<file path="config.mk">
export PLATFORM = sky130hd
export DESIGN_NAME = sd_cmd_tx
export DESIGN_NICKNAME = d
export VERILOG_FILES = /design/src/rtl/sd_pkg.sv /design/src/rtl/sd_crc7_ser.sv /design/src/rtl/sd_cmd_tx.sv
export SDC_FILE = /design/constraint.sdc
export NUM_CORES = 1
export LEC_CHECK = 0
export BUFFER_PORTS_ARGS = -buffer_cell sky130_fd_sc_hd__clkbuf_2
export CELL_PAD_IN_SITES_DETAIL_PLACEMENT = 0
export CELL_PAD_IN_SITES_GLOBAL_PLACEMENT = 1
export CORE_ASPECT_RATIO = 0.9
export CORE_MARGIN = 4
export CORE_UTILIZATION = 25
export DETAILED_ROUTE_END_ITERATION = 7
export GPL_TIMING_DRIVEN = 0
export PLACE_DENSITY = 0.64
export SLEW_MARGIN = 10
export SYNTH_ARGS = -nofsm -noshare
export SYNTH_HDL_FRONTEND = slang
export SYNTH_SLANG_ARGS = --single-unit
</file>
<file path="constraint.sdc">
create_clock -name CLK -period 2.38 [get_ports CLK]
set_input_delay 0.119 -clock CLK [delete_from_list [all_inputs] [get_ports CLK]]
set_output_delay 0.119 -clock CLK [all_outputs]
set_load 0.005 [all_outputs]
</file>
<file path="src/rtl/sd_pkg.sv">
// Shared definitions for the SD command path: FSM states, frame geometry
// and fixed framing bits.
package sd_pkg;

    typedef enum logic [2:0] {
        ST_IDLE,
        ST_FRAME,
        ST_CRC,
        ST_END,
        ST_GAP
    } sd_state_e;

    localparam int unsigned FRAME_BITS   = 48;
    localparam int unsigned PAYLOAD_BITS = 40;
    localparam int unsigned CRC_BITS     = 7;

    localparam logic START_BIT_VAL = 1'b0;
    localparam logic TX_BIT_VAL    = 1'b1;
    localparam logic END_BIT_VAL   = 1'b1;

endpackage

</file>
<file path="src/rtl/sd_crc7_ser.sv">
// Bit-serial CRC7 (x^7 + x^3 + 1) with clock enable and synchronous clear;
// shared by the command transmitter and the response checker.
module sd_crc7_ser (
    input  logic       CLK,
    input  logic       NRESET,
    input  logic       CLR,
    input  logic       EN,
    input  logic       BIT,
    output logic [6:0] CRC
);

    logic [6:0] crc_q, crc_d;
    logic       inv;

    always_comb begin
        crc_d = crc_q;
        inv   = BIT ^ crc_q[6];
        if (CLR) begin
            crc_d = '0;
        end else if (EN) begin
            crc_d = {crc_q[5:3], crc_q[2] ^ inv, crc_q[1:0], inv};
        end
    end

    always_ff @(posedge CLK) begin
        if (!NRESET) begin
            crc_q <= '0;
        end else begin
            crc_q <= crc_d;
        end
    end

    assign CRC = crc_q;

endmodule

</file>
<file path="src/rtl/sd_cmd_tx.sv">
// SD command-frame serializer: shifts start/tx/index/arg, appends CRC7 and
// end bit, then clocks GAP_BITS idle periods; generates SD_CLK throughout.
module sd_cmd_tx
    import sd_pkg::*;
#(
    parameter int unsigned CLK_DIV  = 4,
    parameter int unsigned GAP_BITS = 8
) (
    input  logic        CLK,
    input  logic        NRESET,
    input  logic        START,
    input  logic [5:0]  CMD_INDEX,
    input  logic [31:0] CMD_ARG,
    output logic        BUSY,
    output logic        DONE,
    output logic [6:0]  CRC_SENT,
    output logic        SD_CLK,
    output logic        SD_CMD_OUT,
    output logic        SD_CMD_OE
);

    localparam int unsigned DIV_W       = $clog2(CLK_DIV);
    localparam logic [DIV_W-1:0] DIV_LAST = DIV_W'(CLK_DIV - 1);
    localparam logic [DIV_W-1:0] DIV_HALF = DIV_W'(CLK_DIV / 2);
    localparam logic [5:0] PAY_LAST     = 6'(PAYLOAD_BITS - 1);
    localparam logic [5:0] CRC_LAST     = 6'(PAYLOAD_BITS + CRC_BITS - 1);
    localparam logic [5:0] GAP_LAST     = 6'((GAP_BITS > 0) ? GAP_BITS - 1 : 0);

    sd_state_e          state_q, state_d;
    logic [DIV_W-1:0]   div_q, div_d;
    logic [5:0]         bit_cnt_q, bit_cnt_d;
    logic [39:0]        shreg_q, shreg_d;
    logic [6:0]         crc_sh_q, crc_sh_d;
    logic [6:0]         crc_sent_q, crc_sent_d;
    logic               busy_q, busy_d;
    logic               done_q, done_d;
    logic               sd_clk_q, sd_clk_d;
    logic               cmd_out_q, cmd_out_d;
    logic               cmd_oe_q, cmd_oe_d;

    logic               period_end;
    logic               crc_clr, crc_en;
    logic [6:0]         crc_w;

    sd_crc7_ser u_crc (
        .CLK    (CLK),
        .NRESET (NRESET),
        .CLR    (crc_clr),
        .EN     (crc_en),
        .BIT    (shreg_q[39]),
        .CRC    (crc_w)
    );

    always_comb begin
        state_d    = state_q;
        div_d      = div_q;
        bit_cnt_d  = bit_cnt_q;
        shreg_d    = shreg_q;
        crc_sh_d   = crc_sh_q;
        crc_sent_d = crc_sent_q;
        done_d     = 1'b0;
        crc_clr    = 1'b0;
        crc_en     = 1'b0;
        period_end = (div_q == DIV_LAST);

        if (state_q != ST_IDLE) begin
            div_d = period_end ? '0 : div_q + 1'b1;
        end

        case (state_q)
            ST_IDLE: begin
                div_d = '0;
                if (START && !done_q) begin
                    state_d   = ST_FRAME;
                    shreg_d   = {START_BIT_VAL, TX_BIT_VAL, CMD_INDEX, CMD_ARG};
                    bit_cnt_d = '0;
                    crc_clr   = 1'b1;
                end
            end
            ST_FRAME: begin
                // CRC absorbs the bit at the start of its period so the final
                // value is already registered when the CRC phase is entered.
                crc_en = (div_q == '0);
                if (period_end) begin
                    shreg_d   = {shreg_q[38:0], 1'b0};
                    bit_cnt_d = bit_cnt_q + 1'b1;
                    if (bit_cnt_q == PAY_LAST) begin
                        state_d    = ST_CRC;
                        crc_sh_d   = crc_w;
                        crc_sent_d = crc_w;
                    end
                end
            end
            ST_CRC: begin
                if (period_end) begin
                    crc_sh_d  = {crc_sh_q[5:0], 1'b0};
                    bit_cnt_d = bit_cnt_q + 1'b1;
                    if (bit_cnt_q == CRC_LAST) begin
                        state_d = ST_END;
                    end
                end
            end
            ST_END: begin
                if (period_end) begin
                    bit_cnt_d = '0;
                    if (GAP_BITS == 0) begin
                        state_d = ST_IDLE;
                        done_d  = 1'b1;
                    end else begin
                        state_d = ST_GAP;
                    end
                end
            end
            ST_GAP: begin
                if (period_end) begin
                    bit_cnt_d = bit_cnt_q + 1'b1;
                    if (bit_cnt_q == GAP_LAST) begin
                        state_d = ST_IDLE;
                        done_d  = 1'b1;
                    end
                end
            end
            default: state_d = ST_IDLE;
        endcase

        // Outputs are derived from next-state values so every pin is a flop.
        busy_d    = (state_d != ST_IDLE);
        cmd_oe_d  = (state_d == ST_FRAME) || (state_d == ST_CRC) || (state_d == ST_END);
        sd_clk_d  = (state_d != ST_IDLE) && (div_d >= DIV_HALF);
        case (state_d)
            ST_FRAME: cmd_out_d = shreg_d[39];
            ST_CRC:   cmd_out_d = crc_sh_d[6];
            ST_END:   cmd_out_d = END_BIT_VAL;
            default:  cmd_out_d = 1'b1;
        endcase
    end

    always_ff @(posedge CLK) begin
        if (!NRESET) begin
            state_q    <= ST_IDLE;
            div_q      <= '0;
            bit_cnt_q  <= '0;
            shreg_q    <= '0;
            crc_sh_q   <= '0;
            crc_sent_q <= '0;
            busy_q     <= 1'b0;
            done_q     <= 1'b0;
            sd_clk_q   <= 1'b0;
            cmd_out_q  <= 1'b1;
            cmd_oe_q   <= 1'b0;
        end else begin
            state_q    <= state_d;
            div_q      <= div_d;
            bit_cnt_q  <= bit_cnt_d;
            shreg_q    <= shreg_d;
            crc_sh_q   <= crc_sh_d;
            crc_sent_q <= crc_sent_d;
            busy_q     <= busy_d;
            done_q     <= done_d;
            sd_clk_q   <= sd_clk_d;
            cmd_out_q  <= cmd_out_d;
            cmd_oe_q   <= cmd_oe_d;
        end
    end

    assign BUSY       = busy_q;
    assign DONE       = done_q;
    assign CRC_SENT   = crc_sent_q;
    assign SD_CLK     = sd_clk_q;
    assign SD_CMD_OUT = cmd_out_q;
    assign SD_CMD_OE  = cmd_oe_q;

endmodule
</file>
==> metrics.txt <==
# TYPE chip_impl_metric gauge
chip_impl_info{name="synth-main-ff-cell",value="dfxtp_1"} 1
chip_impl_metric{name="grt.overflow.total",unit=""} 0
chip_impl_metric{name="slew_headroom",unit=""} 0.574
chip_impl_metric{name="synth_enable_flop_cells",unit=""} 0
chip_impl_metric{name="global_route_wire_length_before_repair",unit="um"} 14500
chip_impl_metric{name="drt_first_pass_iters",unit=""} 4
chip_impl_metric{name="max_clock_freq",unit="MHz"} 457
chip_impl_metric{name="chipWidth",unit="um"} 130
chip_impl_metric{name="maxCapViolations",unit=""} 0
chip_impl_metric{name="power.static_leakage",unit="nW"} 1.55
chip_impl_metric{name="worstPathArrival",unit="ps"} 2370
chip_impl_metric{name="fin_worst_skew",unit="ps"} 5.58
chip_impl_info{name="status",value="completed"} 1
chip_impl_info{name="clock_tree_from_tritoncts",value="built"} 1
chip_impl_metric{name="timing.final.crit_share",unit=""} 0.920
chip_impl_metric{name="n_antenna_cell",unit=""} 0
chip_impl_info{name="worstHoldPathType",value="input pin to flip-flop"} 1
chip_impl_info{name="cp-end-kind",value="flip-flop"} 1
chip_impl_metric{name="fillerInstances",unit=""} 1398
chip_impl_metric{name="fp-row-count",unit=""} 39
chip_impl_metric{name="drc",unit=""} 0
chip_impl_metric{name="number_of_antenna_violations_at_the_first_check_in_global_routing",unit=""} 0
chip_impl_metric{name="global_route.usage.total",unit=""} 0.117
chip_impl_metric{name="synth_cells",unit=""} 389
chip_impl_info{name="crit_family",value="compound AO/OA/AOI/OAI gates"} 1
chip_impl_metric{name="clock_latency_reported_for_the_late_side_of_the_worst_skew_pair",unit="ps"} 340
chip_impl_metric{name="synth.net_count",unit=""} 434
chip_impl_metric{name="setup_violators_final",unit=""} 0
chip_impl_metric{name="cellPowerDensity",unit="nW/um^2"} 786
chip_impl_metric{name="coreArea",unit="um^2"} 12900
chip_impl_metric{name="asyncSetResetFlopFracSynth",unit=""} 0
chip_impl_metric{name="post_route_cells_drive_above_1_share",unit=""} 0.202
chip_impl_metric{name="multi_input_area",unit="um^2"} 1600
chip_impl_metric{name="wirelength",unit="um"} 8690
chip_impl_metric{name="cts.repair_timing.setup_buffer_count",unit=""} 0
chip_impl_metric{name="global_placement_routability_congestion",unit=""} 0.781
chip_impl_metric{name="synth.ff_latch_count",unit=""} 77
chip_impl_metric{name="route.detailed.wl_per_inst",unit="um"} 14.0
chip_impl_metric{name="numPortBuffers",unit=""} 51
chip_impl_metric{name="die-height",unit="um"} 117
chip_impl_metric{name="ff_latch_area",unit="um^2"} 1540
chip_impl_metric{name="vdd_ir_drop_max",unit="mV"} 0.324
chip_impl_metric{name="hold_viol",unit=""} 0
chip_impl_metric{name="syn_to_final_growth",unit="%"} 24.3
chip_impl_metric{name="synth-seq-area-share",unit=""} 0.463
chip_impl_metric{name="yosys_warnings",unit=""} 0
chip_impl_metric{name="grt_start_max_net_pins",unit=""} 15
chip_impl_metric{name="cts.path.max_buffers",unit=""} 2
chip_impl_info{name="yosys.area.top_type",value="dfxtp_1"} 1
chip_impl_metric{name="layout.core_utilization",unit=""} 0.321
chip_impl_metric{name="detailroute.via_count",unit=""} 3022
chip_impl_metric{name="cts.clk_slew.worst_paths",unit="ps"} 60
chip_impl_metric{name="die-area",unit="um^2"} 15200
chip_impl_metric{name="buffering_stage_count_on_the_worst_path_with_inverters_included",unit=""} 1
chip_impl_metric{name="design.portCount",unit=""} 53
chip_impl_info{name="path_class",value="flip-flop to flip-flop"} 1
chip_impl_info{name="cts_root_buffer",value="clkbuf_16"} 1
chip_impl_metric{name="remaining_antenna_violation_count",unit=""} 0
chip_impl_metric{name="netlist.area_leader.share",unit=""} 0.463
chip_impl_metric{name="cts_resized",unit=""} 0
chip_impl_metric{name="syn_area",unit="um^2"} 3330
chip_impl_info{name="critical_path.startpoint_type",value="flip-flop"} 1
chip_impl_metric{name="syn-mean-instance-area",unit="um^2"} 8.56
chip_impl_info{name="netlist_top_cells_area",value="dfxtp_1, a21oi_1, a22oi_1, nand2_1, buf_2"} 1
chip_impl_metric{name="vias_in_the_first_global_route",unit=""} 2934
chip_impl_metric{name="timing.critical_path.slowest_cell_delay",unit="ps"} 600
chip_impl_info{name="crit_path_top_delay_cell",value="a2111oi_1"} 1
chip_impl_metric{name="clock_tree.htree_level_count",unit=""} 3
chip_impl_metric{name="finalNetCount",unit=""} 496
chip_impl_metric{name="timing.setup.tns",unit="ps"} 0
chip_impl_metric{name="start_util",unit=""} 0.258
chip_impl_metric{name="report.final.slew_viol_count",unit=""} 0
chip_impl_metric{name="ys_types",unit=""} 55
chip_impl_metric{name="worstPathMaxFanout",unit=""} 10
chip_impl_metric{name="finalCriticalPeriod",unit="ps"} 2190
chip_impl_metric{name="dpl.hpwl",unit="um"} 6390
chip_impl_metric{name="worst-endpoint-required",unit="ps"} 2560
chip_impl_metric{name="tightestPinTransition",unit="ps"} 637
chip_impl_metric{name="post_drt_via_cell_ratio",unit=""} 4.87
chip_impl_info{name="grt_setup_unrepaired",value="no"} 1
chip_impl_metric{name="cts_hold_buf",unit=""} 0
chip_impl_info{name="series_of_cell_instances_along_the_critical_path",value="ha_1, nor4bb_1, buf_2, nand2_1, a2111oi_1, a32oi_1"} 1
chip_impl_metric{name="drt_iter0_markers",unit=""} 233
chip_impl_metric{name="clock_buffer_count_from_cts",unit=""} 9
chip_impl_metric{name="clock-sinks",unit=""} 77
-- cell usage after synthesis (2+ instances only) --
library cell	count
o221ai_1	5
dfxtp_1	77
or3b_1	2
nand3b_1	2
nor4_1	2
buf_2	14
nand3_1	11
and2_1	3
a32oi_1	2
or4_1	2
a31oi_1	3
or3_1	3
and3_1	3
nand2_1	69
xor2_1	2
nor2_1	7
a21oi_1	67
a22oi_1	37
nor3_1	2
a21oi_2	2
buf_1	2
inv_1	11
o31ai_1	3
clkbuf_1	13
a21boi_0	2
ha_1	4
o21ai_0	6
nor2b_1	6
-- cell families (layout without fill, tap and decap cells) --
| group | Yosys count | count (layout) | synth area share |
|---|---|---|---|
| buf+inv | 42 | 109 | 0.0560 |
| simple gates | 125 | 125 | 0.189 |
| fa+ha+maj | 4 | 4 | 0.0150 |
| compound gates | 138 | 138 | 0.269 |
| flops | 77 | 77 | 0.463 |
| mux | 1 | 1 | 0.00301 |
| xor+xnor | 2 | 2 | 0.00526 |
-- flip-flops by register name (all words and copies together) (netlist names) --
| signal | cells |
|---|---|
| crc_sh_q | 7 |
| SD_CMD_OUT | 1 |
| bit_cnt_q | 6 |
| SD_CMD_OE | 1 |
| div_q | 2 |
| shreg_q | 40 |
| state_q | 3 |
| SD_CLK | 1 |
| DONE | 1 |
| CRC_SENT | 7 |
| u_crc.CRC | 7 |
| BUSY | 1 |
-- routing by layer --
metal,track usage,vias up,part of all wire
li1,-,1528,-
met1,0.170,1421,0.50
met2,0.160,60,0.43
met3,0.0340,13,0.050
met4,0.0461,0,0.016
met5,0,-,0
-- report_power, final --
part           internal [W]  switching (W)
Combinational      0.000116       0.000164
Clock               0.00103       0.000562
Sequential          0.00135      0.0000352
Total               0.00249       0.000761
-- per-stage QoR --
| step | instance area, um^2 | std cells | hold slack (ps) | total power [W] | setup WS, ps |
|---|---|---|---|---|---|
| finish | 4140 | 620 | 31.0 | 0.00325 | 191 |
| global route | 4140 | 620 | 35.7 | 0.00340 | 45.1 |
| CTS | 4140 | 620 | 17.3 | 0.00330 | 61.5 |
| detailed placement | 3790 | 604 | 381 | 0.00169 | 86.2 |
| global placement | 3790 | 604 | 374 | 0.00169 | 70.7 |
| floorplan | 3330 | 389 | 255 | 0.00159 | 605 |
-- worst paths after layout --
kind                                   from                        to  slack, ps  cells after the start
hold reg to reg    crc_sh_q[3]$_SDFFE_PN0P_  crc_sh_q[3]$_SDFFE_PN0P_        450                      2
hold / removal                   CMD_ARG[0]   shreg_q[0]$_SDFFE_PN0P_         30                      3
setup / recovery  bit_cnt_q[0]$_SDFFE_PN0P_     SD_CMD_OUT$_SDFF_PN1_        190                      6
setup reg to reg  bit_cnt_q[0]$_SDFFE_PN0P_     SD_CMD_OUT$_SDFF_PN1_        190                      6
-- area by class of cell --
type                    instances  share of cell area
multi-input cells             270               0.387
flip-flops and latches         77               0.372
repair buffers                 51              0.0617
clock buffers                   9              0.0544
well taps                     164              0.0496
plain buffers                  31              0.0351
clock inverters                 7              0.0296
inverters                      11             0.00998
-- worst register-to-register path, stage by stage (launching register included) --
cell	delay, ps
dfxtp_1	390
ha_1	210
nor4bb_1	280
buf_2	260
nand2_1	80
a2111oi_1	600
a32oi_1	220
-- placed cells by master (no fill, tap or decap), types with 4 or more instances in the layout --
cell,n
dfxtp_1,77
a21oi_1,67
nor2_1,7
clkbuf_2,51
nor2b_1,6
o221ai_1,5
ha_1,4
nand3_1,11
clkbuf_1,13
o21ai_0,6
nand2_1,69
inv_1,11
a22oi_1,37
clkbuf_16,9
buf_2,14
No activity file was read; power rests on OpenSTA's default activity.
